===== src/rtl/muller_pipeline_if.sv =====
// rtl/muller_pipeline_if.sv - bundled-data 2-phase handshake bundle for muller_pipeline
//
// Purpose: groups the producer-side and consumer-side handshake lines of the
// micropipeline. The pipeline takes the slave view; the producer/consumer
// environment takes the master view.
// Signals:
//   in_req   producer request, a toggle offers a token
//   in_data  bundled data, stable while in_req != in_ack
//   in_ack   producer acknowledge
//   out_req  consumer request, a toggle presents a token
//   out_data bundled data, valid while out_req != out_ack
//   out_ack  consumer acknowledge, a toggle consumes the token
interface muller_pipeline_if #(
  parameter int WIDTH = 8
) ();
  logic             in_req;
  logic [WIDTH-1:0] in_data;
  logic             in_ack;
  logic             out_req;
  logic [WIDTH-1:0] out_data;
  logic             out_ack;

  modport master (
    output in_req, in_data, out_ack,
    input  in_ack, out_req, out_data
  );

  modport slave (
    input  in_req, in_data, out_ack,
    output in_ack, out_req, out_data
  );
endinterface


===== src/rtl/muller_pipeline.sv =====
// rtl/muller_pipeline.sv - clocked 2-phase micropipeline of DEPTH Muller C-element stages
//
// Purpose: DEPTH-token FIFO built from C-element control stages, each gating a
// WIDTH-bit data register, with transition-signalled bundled-data handshakes
// on both sides and optional synchronisers on in_req/out_ack.
// Ports:
//   clk        rising-edge clock
//   rst_n      asynchronous active-low reset
//   bus        muller_pipeline_if.slave (in_req/in_data/in_ack, out_req/out_data/out_ack)
//   occupancy  tokens held, only when MULLER_PIPE_OCC_EN is defined
// Parameters: WIDTH (1..32), DEPTH (2..16), SYNC_STAGES (0..3, 0 = direct use).
// Optional feature macro: MULLER_PIPE_OCC_EN (registered occupancy port).
module muller_pipeline #(
  parameter int WIDTH       = 8,
  parameter int DEPTH       = 4,
  parameter int SYNC_STAGES = 2
) (
  input  logic                         clk,
  input  logic                         rst_n,
  muller_pipeline_if.slave             bus
`ifdef MULLER_PIPE_OCC_EN
  ,
  output logic [$clog2(DEPTH+1)-1:0]   occupancy
`endif
);

  logic             rq;
  logic             ak;
`ifdef MULLER_PIPE_OCC_EN
  logic             ak_nxt;
`endif

  logic [DEPTH-1:0] c_q, c_d;
  logic [DEPTH-1:0] a_vec, b_vec;
  logic [WIDTH-1:0] d_q [DEPTH];
  logic [WIDTH-1:0] d_d [DEPTH];

  // Handshake input synchronisers; bit 0 samples the pin, MSB feeds the stages.
  if (SYNC_STAGES > 0) begin : g_sync
    logic [SYNC_STAGES-1:0] rq_sync_q, rq_sync_d;
    logic [SYNC_STAGES-1:0] ak_sync_q, ak_sync_d;

    always_comb begin
      rq_sync_d = (rq_sync_q << 1) | SYNC_STAGES'(bus.in_req);
      ak_sync_d = (ak_sync_q << 1) | SYNC_STAGES'(bus.out_ack);
    end

    always_ff @(posedge clk or negedge rst_n) begin
      if (!rst_n) begin
        rq_sync_q <= '0;
        ak_sync_q <= '0;
      end else begin
        rq_sync_q <= rq_sync_d;
        ak_sync_q <= ak_sync_d;
      end
    end

    assign rq = rq_sync_q[SYNC_STAGES-1];
    assign ak = ak_sync_q[SYNC_STAGES-1];
`ifdef MULLER_PIPE_OCC_EN
    assign ak_nxt = ak_sync_d[SYNC_STAGES-1];
`endif
  end else begin : g_direct
    assign rq = bus.in_req;
    assign ak = bus.out_ack;
`ifdef MULLER_PIPE_OCC_EN
    assign ak_nxt = bus.out_ack;
`endif
  end

  // a[i] is the upstream control bit, b[i] the inverted downstream one.
  // The C-element output follows a/b when they agree and holds otherwise.
  always_comb begin
    a_vec = {c_q[DEPTH-2:0], rq};
    b_vec = ~{ak, c_q[DEPTH-1:1]};
    c_d   = c_q;
    for (int i = 0; i < DEPTH; i++) begin
      c_d[i] = (a_vec[i] & b_vec[i]) | (c_q[i] & (a_vec[i] | b_vec[i]));
    end
  end

  // A stage captures from upstream on its own toggle; the upstream register is
  // guaranteed stable that cycle because a stage holding a token cannot toggle.
  always_comb begin
    for (int i = 0; i < DEPTH; i++) begin
      d_d[i] = d_q[i];
    end
    if (c_d[0] != c_q[0]) begin
      d_d[0] = bus.in_data;
    end
    for (int i = 1; i < DEPTH; i++) begin
      if (c_d[i] != c_q[i]) begin
        d_d[i] = d_q[i-1];
      end
    end
  end

  always_ff @(posedge clk or negedge rst_n) begin
    if (!rst_n) begin
      c_q <= '0;
      for (int i = 0; i < DEPTH; i++) begin
        d_q[i] <= '0;
      end
    end else begin
      c_q <= c_d;
      for (int i = 0; i < DEPTH; i++) begin
        d_q[i] <= d_d[i];
      end
    end
  end

  assign bus.in_ack   = c_q[0];
  assign bus.out_req  = c_q[DEPTH-1];
  assign bus.out_data = d_q[DEPTH-1];

`ifdef MULLER_PIPE_OCC_EN
  localparam int OCC_W = $clog2(DEPTH+1);

  logic [OCC_W-1:0] occ_q, occ_d;
  logic [DEPTH:0]   c_nxt_ext;

  // Counted from post-edge control bits so the count lands on the same edge as c.
  always_comb begin
    c_nxt_ext = {ak_nxt, c_d};
    occ_d     = '0;
    for (int i = 0; i < DEPTH; i++) begin
      occ_d = occ_d + OCC_W'(c_nxt_ext[i] ^ c_nxt_ext[i+1]);
    end
  end

  always_ff @(posedge clk or negedge rst_n) begin
    if (!rst_n) begin
      occ_q <= '0;
    end else begin
      occ_q <= occ_d;
    end
  end

  assign occupancy = occ_q;
`endif

endmodule


===== src/flat_wrapper.sv =====
// flat-port wrapper written by rule: the top's interface ports become plain ports
module muller_pipeline_flat 
#(
  parameter int WIDTH       = 8,
  parameter int DEPTH       = 4,
  parameter int SYNC_STAGES = 2
)
  (clk, rst_n, bus_in_req, bus_in_data, bus_out_ack, bus_in_ack, bus_out_req, bus_out_data);
  muller_pipeline_if #(.WIDTH(WIDTH)) bus_i ();
  input  logic clk;
  input  logic rst_n;
  input wire logic [$bits(bus_i.in_req)-1:0] bus_in_req;
  input wire logic [$bits(bus_i.in_data)-1:0] bus_in_data;
  input wire logic [$bits(bus_i.out_ack)-1:0] bus_out_ack;
  output wire logic [$bits(bus_i.in_ack)-1:0] bus_in_ack;
  output wire logic [$bits(bus_i.out_req)-1:0] bus_out_req;
  output wire logic [$bits(bus_i.out_data)-1:0] bus_out_data;
  assign bus_i.in_req = bus_in_req;
  assign bus_i.in_data = bus_in_data;
  assign bus_i.out_ack = bus_out_ack;
  assign bus_in_ack = bus_i.in_ack;
  assign bus_out_req = bus_i.out_req;
  assign bus_out_data = bus_i.out_data;
  muller_pipeline #(.WIDTH(WIDTH), .DEPTH(DEPTH), .SYNC_STAGES(SYNC_STAGES)) u_core (.clk(clk), .rst_n(rst_n), .bus(bus_i));
endmodule

===== config.mk =====
export PLATFORM = sky130hd
export DESIGN_NAME = muller_pipeline_flat
export DESIGN_NICKNAME = d
export VERILOG_FILES = /design/src/rtl/muller_pipeline_if.sv /design/src/rtl/muller_pipeline.sv /design/src/flat_wrapper.sv
export SDC_FILE = /design/constraint.sdc
export NUM_CORES = 1
export LEC_CHECK = 0
export ABC_AREA = 1
export CORE_UTILIZATION = 40
export DETAILED_ROUTE_END_ITERATION = 8
export GPL_ROUTABILITY_DRIVEN = 1
export SYNTH_ARGS = -nofsm -noshare
export SYNTH_HDL_FRONTEND = slang
export SYNTH_SLANG_ARGS = --single-unit

===== constraint.sdc =====
create_clock -name clk -period 1.2 [get_ports clk]
set_clock_uncertainty 0.15 [all_clocks]
set_input_delay 0.24 -clock clk [delete_from_list [all_inputs] [get_ports clk]]
set_output_delay 0.24 -clock clk [all_outputs]
set_load 0.01 [all_outputs]

==> results of run 1 <==
## area by class of cell
class / instances / area share [%]
Sequential cell: 40 / 44.5
Clock inverter: 2 / 1.55
Timing Repair Buffer: 39 / 14.6
Tap cell: 50 / 2.77
Multi-Input combinational cell: 120 / 31.3
Inverter: 6 / 2.10
Clock buffer: 6 / 3.21
## cells in the mapped netlist
library cell and n:
sky130_fd_sc_hd__inv_2 2, sky130_fd_sc_hd__buf_4 8, sky130_fd_sc_hd__nand2_1 64, sky130_fd_sc_hd__nand3_4 8, sky130_fd_sc_hd__dfrtp_1 40, sky130_fd_sc_hd__nand3_1 32
sky130_fd_sc_hd__nand2_4 4, sky130_fd_sc_hd__clkinv_2 2, sky130_fd_sc_hd__o21ai_0 8, sky130_fd_sc_hd__inv_1 2, sky130_fd_sc_hd__buf_6 2
## stage by stage
stage / total power (uW) / utilization (%) / hold WS [ps] / instances
CTS: 5750 / 54.0 / 207 / 262
floorplan: 3760 / - / -206 / 172
global route: 6310 / 55.3 / 210 / 263
global placement: 4290 / 49.1 / 69.0 / 243
detailed placement: 4380 / 49.1 / 74.2 / 243
finish: 5840 / 55.3 / 209 / 263
## flip-flops by register name, summed over array words and instances, names as in the netlist
signal	cells
u_core.d_q	24
u_core.bus.out_data	8
u_core.c_q	4
u_core.g_sync.ak_sync_q	2
u_core.g_sync.rq_sync_q	2
## logic make-up after synthesis
group,count (synthesis),share of synthesized area [%]
DFF,40,57.7
buffers and inverters,16,6.21
and+or+nand+nor,108,33.8
AOI/OAI and AO/OA,8,2.31
## per-layer routing
layer	part of all wire, %	vias up
li1	-	649
met1	45	577
met2	48	27
met3	4.4	8
met4	1.9	0
met5	0	-
## worst register-to-register path: cells and delay by family (launching register included)
kind                   cells  cell delay [ps]
DFF                        1              440
and+or+nand+nor            4              320
buffers and inverters      1              170
## timing repair
action | CTS | global route
hold buffers | 1 | 0
pin swaps | 8 | 6
resized for setup | 56 | 16
buffers inserted | 6 | 1
setup endpoints to repair | 42 | 43
endpoints found under the hold margin | 40 | 0
cloned | 4 | 0
## power breakdown
group | internal (uW) | switching (uW) | total [uW]
clock network | 617 | 452 | 1070
registers | 1890 | 339 | 2230
logic | 1080 | 1470 | 2540
total | 3580 | 2260 | 5840
## path summary, 6_finish.rpt
path                                             from  depth (start not counted)  slack (ps)                          to
max in group asynchronous                       rst_n                          3         410  u_core.g_sync.rq_sync_q[1]
setup reg to reg                        u_core.c_q[1]                          5          10              u_core.d_q[11]
min in group asynchronous                       rst_n                          3         290      u_core.bus.out_data[7]
hold reg to reg            u_core.g_sync.ak_sync_q[0]                          0         210  u_core.g_sync.ak_sync_q[1]
setup / recovery                        u_core.c_q[3]                          1         -20                 bus_out_req
hold / removal             u_core.g_sync.ak_sync_q[0]                          0         210  u_core.g_sync.ak_sync_q[1]
==> metrics.txt, run 1 <==
# TYPE chip_impl_metric gauge
chip_impl_metric{name="min_period",unit="ps"} 1220
chip_impl_info{name="violations_in_the_final_reports",value="setup timing"} 1
chip_impl_info{name="final_cell_mix",value="sky130_fd_sc_hd__nand2_1 (53), sky130_fd_sc_hd__dfrtp_1 (37), sky130_fd_sc_hd__nand3_1 (32), sky130_fd_sc_hd__buf_4 (11)"} 1
chip_impl_metric{name="initialDrtViolationCount",unit=""} 48
chip_impl_metric{name="syn2layout_area_growth",unit="%"} 30.3
chip_impl_metric{name="layout.cell_area.non_filler",unit="mm^2"} 0.00226
chip_impl_metric{name="synth_seq_cells",unit=""} 40
chip_impl_metric{name="clock_sink_count",unit=""} 40
chip_impl_metric{name="buffer_ports.inserted",unit=""} 21
chip_impl_metric{name="path_clk_slew",unit="ps"} 70
chip_impl_metric{name="layout_worst_path_cycle_share",unit="%"} 101
chip_impl_metric{name="grt_max_degree",unit=""} 41
chip_impl_metric{name="grt_use_met1",unit="%"} 20.0
chip_impl_metric{name="totalNegativeSetupSlack",unit="ps"} -31.1
chip_impl_info{name="rsz0062_at_grt",value="yes"} 1
chip_impl_metric{name="syn_inst",unit=""} 172
chip_impl_metric{name="grt.total_usage",unit="%"} 17.5
chip_impl_metric{name="avgRoutedWirePerCell",unit="um"} 12.4
chip_impl_metric{name="seq_area",unit="mm^2"} 0.00100
chip_impl_metric{name="die_w",unit="um"} 67.8
chip_impl_info{name="timing.critical_path.cells",value="buf_2"} 1
chip_impl_metric{name="cp_buf_inv_count",unit=""} 1
chip_impl_metric{name="setup_viol_count_final",unit=""} 2
chip_impl_metric{name="post-dp-hpwl",unit="um"} 1920
chip_impl_metric{name="detail-route-antenna-nets",unit=""} 0
chip_impl_metric{name="dp_worst_setup_slack",unit="ps"} -62.2
chip_impl_metric{name="clock_latency",unit="ps"} 290
chip_impl_metric{name="crit_fanout",unit=""} 2
chip_impl_metric{name="synth.avg_cell_area",unit="um^2"} 10.1
chip_impl_metric{name="die-height",unit="um"} 67.8
chip_impl_metric{name="cts_made_buffers",unit=""} 5
chip_impl_metric{name="initial_core_util",unit="%"} 42.4
chip_impl_metric{name="yosys_warnings",unit=""} 0
chip_impl_metric{name="finalMaxSlewViolations",unit=""} 0
chip_impl_metric{name="syn_nets",unit=""} 184
chip_impl_metric{name="ir_worst_vdd",unit="V"} 0.000919
chip_impl_metric{name="io_pins",unit=""} 22
chip_impl_metric{name="p_leak",unit="uW"} 0.00112
chip_impl_info{name="timing.critical_path.max_delay_family",value="flip-flops"} 1
chip_impl_metric{name="yosys.cell_types.count",unit=""} 11
chip_impl_metric{name="powerDensity",unit="mW/mm^2"} 2580
chip_impl_info{name="cts-root-buf",value="sky130_fd_sc_hd__clkbuf_8"} 1
chip_impl_info{name="status",value="complete, but fails checks"} 1
chip_impl_info{name="busiest_layer",value="met2"} 1
chip_impl_metric{name="timing.slew.headroom",unit="%"} 85.8
chip_impl_metric{name="instance_area_after_placement",unit="mm^2"} 0.00201
chip_impl_info{name="synth_top_cells_by_area",value="sky130_fd_sc_hd__dfrtp_1 (58%), sky130_fd_sc_hd__nand2_1 (14%), sky130_fd_sc_hd__nand3_1 (9.2%), sky130_fd_sc_hd__nand3_4 (8.1%), sky130_fd_sc_hd__buf_4 (3.5%)"} 1
chip_impl_metric{name="htreeDepth",unit=""} 2
chip_impl_info{name="crit_path_start_kind",value="flip-flop"} 1
chip_impl_metric{name="cp_data_arrival_time",unit="ps"} 830
chip_impl_info{name="final_common_cell",value="sky130_fd_sc_hd__nand2_1"} 1
chip_impl_metric{name="share_of_layout_cells_above_drive_strength_1",unit="%"} 33.3
chip_impl_metric{name="setup_ws",unit="ps"} -16.9
chip_impl_metric{name="vias_in_the_first_global_route",unit=""} 1269
chip_impl_info{name="synth_area_leader_cell",value="sky130_fd_sc_hd__dfrtp_1"} 1
chip_impl_metric{name="synth.yosys.seq_area_share",unit="%"} 57.7
chip_impl_info{name="hp-class",value="flip-flop to flip-flop"} 1
chip_impl_metric{name="fraction_of_synthesized_cell_area_taken_by_the_top_area_cell_type",unit="%"} 57.7
chip_impl_metric{name="routed_wirelength",unit="um"} 3270
chip_impl_metric{name="insertedDiodeCount",unit=""} 0
chip_impl_metric{name="grt_antenna_before_repair",unit=""} 0
chip_impl_metric{name="grt_use_met2",unit="%"} 30.3
chip_impl_metric{name="row_count",unit=""} 23
chip_impl_metric{name="use_met3",unit="%"} 5.50
chip_impl_metric{name="detailedRoute.firstPassIterationCount",unit=""} 4
chip_impl_metric{name="grt_overflow",unit=""} 0
chip_impl_metric{name="maxCapViolations",unit=""} 0
chip_impl_metric{name="final_nets",unit=""} 224
chip_impl_metric{name="cts-root-to-sink-buffers",unit=""} 2
chip_impl_metric{name="core_region_area",unit="mm^2"} 0.00409
chip_impl_metric{name="fillerInstances",unit=""} 366
chip_impl_metric{name="cpPeakStageDelay",unit="ps"} 390
chip_impl_metric{name="detailroute.via_count",unit=""} 1261
chip_impl_metric{name="netlist_area",unit="mm^2"} 0.00173
chip_impl_info{name="worst_path_max_delay_cell",value="sky130_fd_sc_hd__dfrtp_1"} 1
chip_impl_info{name="critical_path_class",value="flip-flop to output port"} 1
chip_impl_metric{name="dieArea",unit="mm^2"} 0.00460
chip_impl_info{name="cp-end-kind",value="output port"} 1
chip_impl_metric{name="report.final.hold_viol_count",unit=""} 0
chip_impl_metric{name="post_drt_via_cell_ratio",unit=""} 4.79
chip_impl_metric{name="place.gp.congestion",unit=""} 0.715
chip_impl_metric{name="drc",unit=""} 0
chip_impl_metric{name="required",unit="ps"} 810
chip_impl_info{name="cts_tree",value="built"} 1
chip_impl_metric{name="grt_first_pass_wirelength",unit="um"} 5740
chip_impl_metric{name="multi_input_combinational_cell_area",unit="um^2"} 707
chip_impl_metric{name="clock.fmax",unit="MHz"} 822
chip_impl_metric{name="tightest_slew",unit="ps"} 213
No activity file was read; power rests on OpenSTA's default activity.
==> run 2: changes to the inputs <==
CORE_MARGIN = 2   (was default)
==> metrics.txt, run 2 (same netlist as run 1, synthesis figures left out) <==
# TYPE chip_impl_metric gauge
chip_impl_metric{name="detail-route-antenna-nets",unit=""} 0
chip_impl_metric{name="syn2layout_area_growth",unit="%"} 32.8
chip_impl_info{name="cts-root-buf",value="sky130_fd_sc_hd__clkbuf_8"} 1
chip_impl_metric{name="final_util",unit="%"} 56.4
chip_impl_metric{name="final_nets",unit=""} 229
chip_impl_metric{name="cp_buf_inv_count",unit=""} 1
chip_impl_metric{name="initial_core_util",unit="%"} 42.4
chip_impl_metric{name="io_pins",unit=""} 22
chip_impl_metric{name="use_met3",unit="%"} 3.63
chip_impl_metric{name="cts_made_buffers",unit=""} 5
chip_impl_metric{name="clock_sink_count",unit=""} 40
chip_impl_metric{name="largest_register_ff_count",unit=""} 24
chip_impl_metric{name="die-height",unit="um"} 69.8
chip_impl_metric{name="routed_wirelength",unit="um"} 3580
chip_impl_metric{name="cpPeakStageDelay",unit="ps"} 400
chip_impl_metric{name="post_layout_total_power",unit="uW"} 5880
chip_impl_metric{name="initialDrtViolationCount",unit=""} 92
chip_impl_metric{name="grt.total_usage",unit="%"} 15.2
chip_impl_info{name="cp-end-kind",value="output port"} 1
chip_impl_info{name="critical_path_class",value="flip-flop to output port"} 1
chip_impl_metric{name="finalMaxSlewViolations",unit=""} 0
chip_impl_metric{name="layout_worst_path_cycle_share",unit="%"} 103
chip_impl_metric{name="tightest_slew",unit="ps"} 208
chip_impl_metric{name="cp_data_arrival_time",unit="ps"} 850
chip_impl_metric{name="report.final.hold_viol_count",unit=""} 0
chip_impl_info{name="top_register",value="u_core.d_q"} 1
chip_impl_info{name="violations_in_the_final_reports",value="setup timing"} 1
chip_impl_metric{name="dieArea",unit="mm^2"} 0.00488
chip_impl_metric{name="buffer_ports.inserted",unit=""} 21
chip_impl_metric{name="ir_worst_vdd",unit="V"} 0.00103
chip_impl_info{name="timing.critical_path.cells",value="buf_2"} 1
chip_impl_metric{name="maxCapViolations",unit=""} 0
chip_impl_metric{name="share_of_layout_cells_above_drive_strength_1",unit="%"} 38.1
chip_impl_info{name="cts_tree",value="built"} 1
chip_impl_metric{name="insertedDiodeCount",unit=""} 0
chip_impl_metric{name="grt_use_met2",unit="%"} 27.0
chip_impl_metric{name="clock_latency",unit="ps"} 300
chip_impl_metric{name="min_period",unit="ps"} 1240
chip_impl_info{name="status",value="complete, but fails checks"} 1
chip_impl_info{name="rsz0062_at_grt",value="yes"} 1
chip_impl_info{name="busiest_layer",value="met2"} 1
chip_impl_info{name="timing.critical_path.max_delay_family",value="flip-flops"} 1
chip_impl_info{name="worst_path_max_delay_cell",value="sky130_fd_sc_hd__dfrtp_1"} 1
chip_impl_metric{name="detailroute.via_count",unit=""} 1347
chip_impl_metric{name="setup_ws",unit="ps"} -41.5
chip_impl_info{name="final_cell_mix",value="sky130_fd_sc_hd__nand2_1 (43), sky130_fd_sc_hd__dfrtp_1 (37), sky130_fd_sc_hd__nand3_1 (32), sky130_fd_sc_hd__nand2_2 (21), sky130_fd_sc_hd__buf_4 (15)"} 1
chip_impl_metric{name="grt_use_met1",unit="%"} 16.5
chip_impl_info{name="final_common_cell",value="sky130_fd_sc_hd__nand2_1"} 1
chip_impl_metric{name="clock.fmax",unit="MHz"} 805
chip_impl_metric{name="vias_in_the_first_global_route",unit=""} 1329
chip_impl_metric{name="dp_worst_setup_slack",unit="ps"} -85.8
chip_impl_metric{name="powerDensity",unit="mW/mm^2"} 2550
chip_impl_metric{name="required",unit="ps"} 810
chip_impl_metric{name="timing.slew.headroom",unit="%"} 86.0
chip_impl_metric{name="setup_viol_count_final",unit=""} 13
chip_impl_metric{name="grt_first_pass_wirelength",unit="um"} 5790
chip_impl_metric{name="post_drt_via_cell_ratio",unit=""} 5.03
chip_impl_metric{name="grt_max_degree",unit=""} 41
chip_impl_metric{name="core_region_area",unit="mm^2"} 0.00409
chip_impl_metric{name="p_leak",unit="uW"} 0.00113
chip_impl_metric{name="crit_fanout",unit=""} 2
chip_impl_metric{name="grt_antenna_before_repair",unit=""} 0
chip_impl_metric{name="place.gp.congestion",unit=""} 0.765
chip_impl_metric{name="htreeDepth",unit=""} 2
chip_impl_metric{name="grt_overflow",unit=""} 0
chip_impl_metric{name="fillerInstances",unit=""} 365
chip_impl_metric{name="avgRoutedWirePerCell",unit="um"} 13.4
chip_impl_metric{name="row_count",unit=""} 23
chip_impl_info{name="hp-class",value="flip-flop to flip-flop"} 1
chip_impl_metric{name="path_clk_slew",unit="ps"} 70
chip_impl_metric{name="cts-root-to-sink-buffers",unit=""} 2
chip_impl_metric{name="post-dp-hpwl",unit="um"} 2050
chip_impl_metric{name="timing.hold.ws",unit="ps"} 205
chip_impl_metric{name="die_w",unit="um"} 69.8
chip_impl_metric{name="drc",unit=""} 0
chip_impl_metric{name="detailedRoute.firstPassIterationCount",unit=""} 4
chip_impl_info{name="crit_path_start_kind",value="flip-flop"} 1
run 2: cell count changes in the layout (fill, tap and decap cells not counted):
| cell | change |
|---|---|
| sky130_fd_sc_hd__nand2_8 | +1 |
| sky130_fd_sc_hd__nand2_1 | -10 |
| sky130_fd_sc_hd__clkbuf_1 | +1 |
| sky130_fd_sc_hd__bufinv_16 | -1 |
| sky130_fd_sc_hd__nand2_2 | +11 |
| sky130_fd_sc_hd__buf_4 | +4 |
| sky130_fd_sc_hd__clkbuf_8 | +1 |
| sky130_fd_sc_hd__buf_2 | +1 |
| sky130_fd_sc_hd__buf_6 | -2 |
| sky130_fd_sc_hd__inv_2 | -2 |
| sky130_fd_sc_hd__clkinv_2 | -1 |
| sky130_fd_sc_hd__nand2_4 | -2 |
| sky130_fd_sc_hd__nand3_2 | +2 |
| sky130_fd_sc_hd__inv_1 | +2 |
run 2: report_power, final:
part	total (uW)	internal [uW]	switching [uW]
logic	2730	1130	1600
clock network	920	469	451
registers	2230	1890	340
total	5880	3490	2390
run 2: what timing repair did:
action / in CTS / in global routing
endpoints found under the hold margin: 40 / 0
resized for setup: 49 / 29
buffers inserted: 6 / 4
gates cloned: 5 / 1
setup endpoints to repair: 42 / 44
pin swaps: 7 / 7
hold buffers: 1 / 0
run 2: area by class of cell:
cell class	count	area, um^2	share of cell area (%)
Clock buffer	8	90.1	3.91
Multi-Input combinational cell	122	756	32.8
Inverter	6	47.5	2.06
Sequential cell	40	1000	43.6
Tap cell	50	62.6	2.72
Timing Repair Buffer	42	343	14.9
run 2: worst paths after layout:
| path | start | to | slack, ps | cells past startpoint |
|---|---|---|---|---|
| setup / recovery | u_core.c_q[3] | bus_out_req | -40 | 1 |
| hold / removal | u_core.g_sync.ak_sync_q[0] | u_core.g_sync.ak_sync_q[1] | 200 | 0 |
| setup reg to reg | u_core.c_q[1] | u_core.d_q[28] | -10 | 5 |
| hold reg to reg | u_core.g_sync.ak_sync_q[0] | u_core.g_sync.ak_sync_q[1] | 200 | 0 |
| max in group asynchronous | rst_n | u_core.c_q[1] | 410 | 3 |
| min in group asynchronous | rst_n | u_core.c_q[0] | 290 | 3 |
run 2: metrics by stage:
step / cells / area, um^2 / TNS, ps
final: 268 / 2300 / -137
after global routing: 268 / 2300 / -1840
after CTS: 263 / 2180 / -569
after detailed placement: 243 / 2010 / -1610
after global placement: 243 / 2010 / -399
after floorplan: 172 / 1730 / 0
run 2: metal layers:
metal / wire length [um] / up-vias / part of all wire [%]
met5: 0 / - / 0
met4: 92 / 0 / 2.6
met3: 159 / 8 / 4.4
met2: 1860 / 31 / 52
met1: 1470 / 648 / 41
li1: - / 660 / -
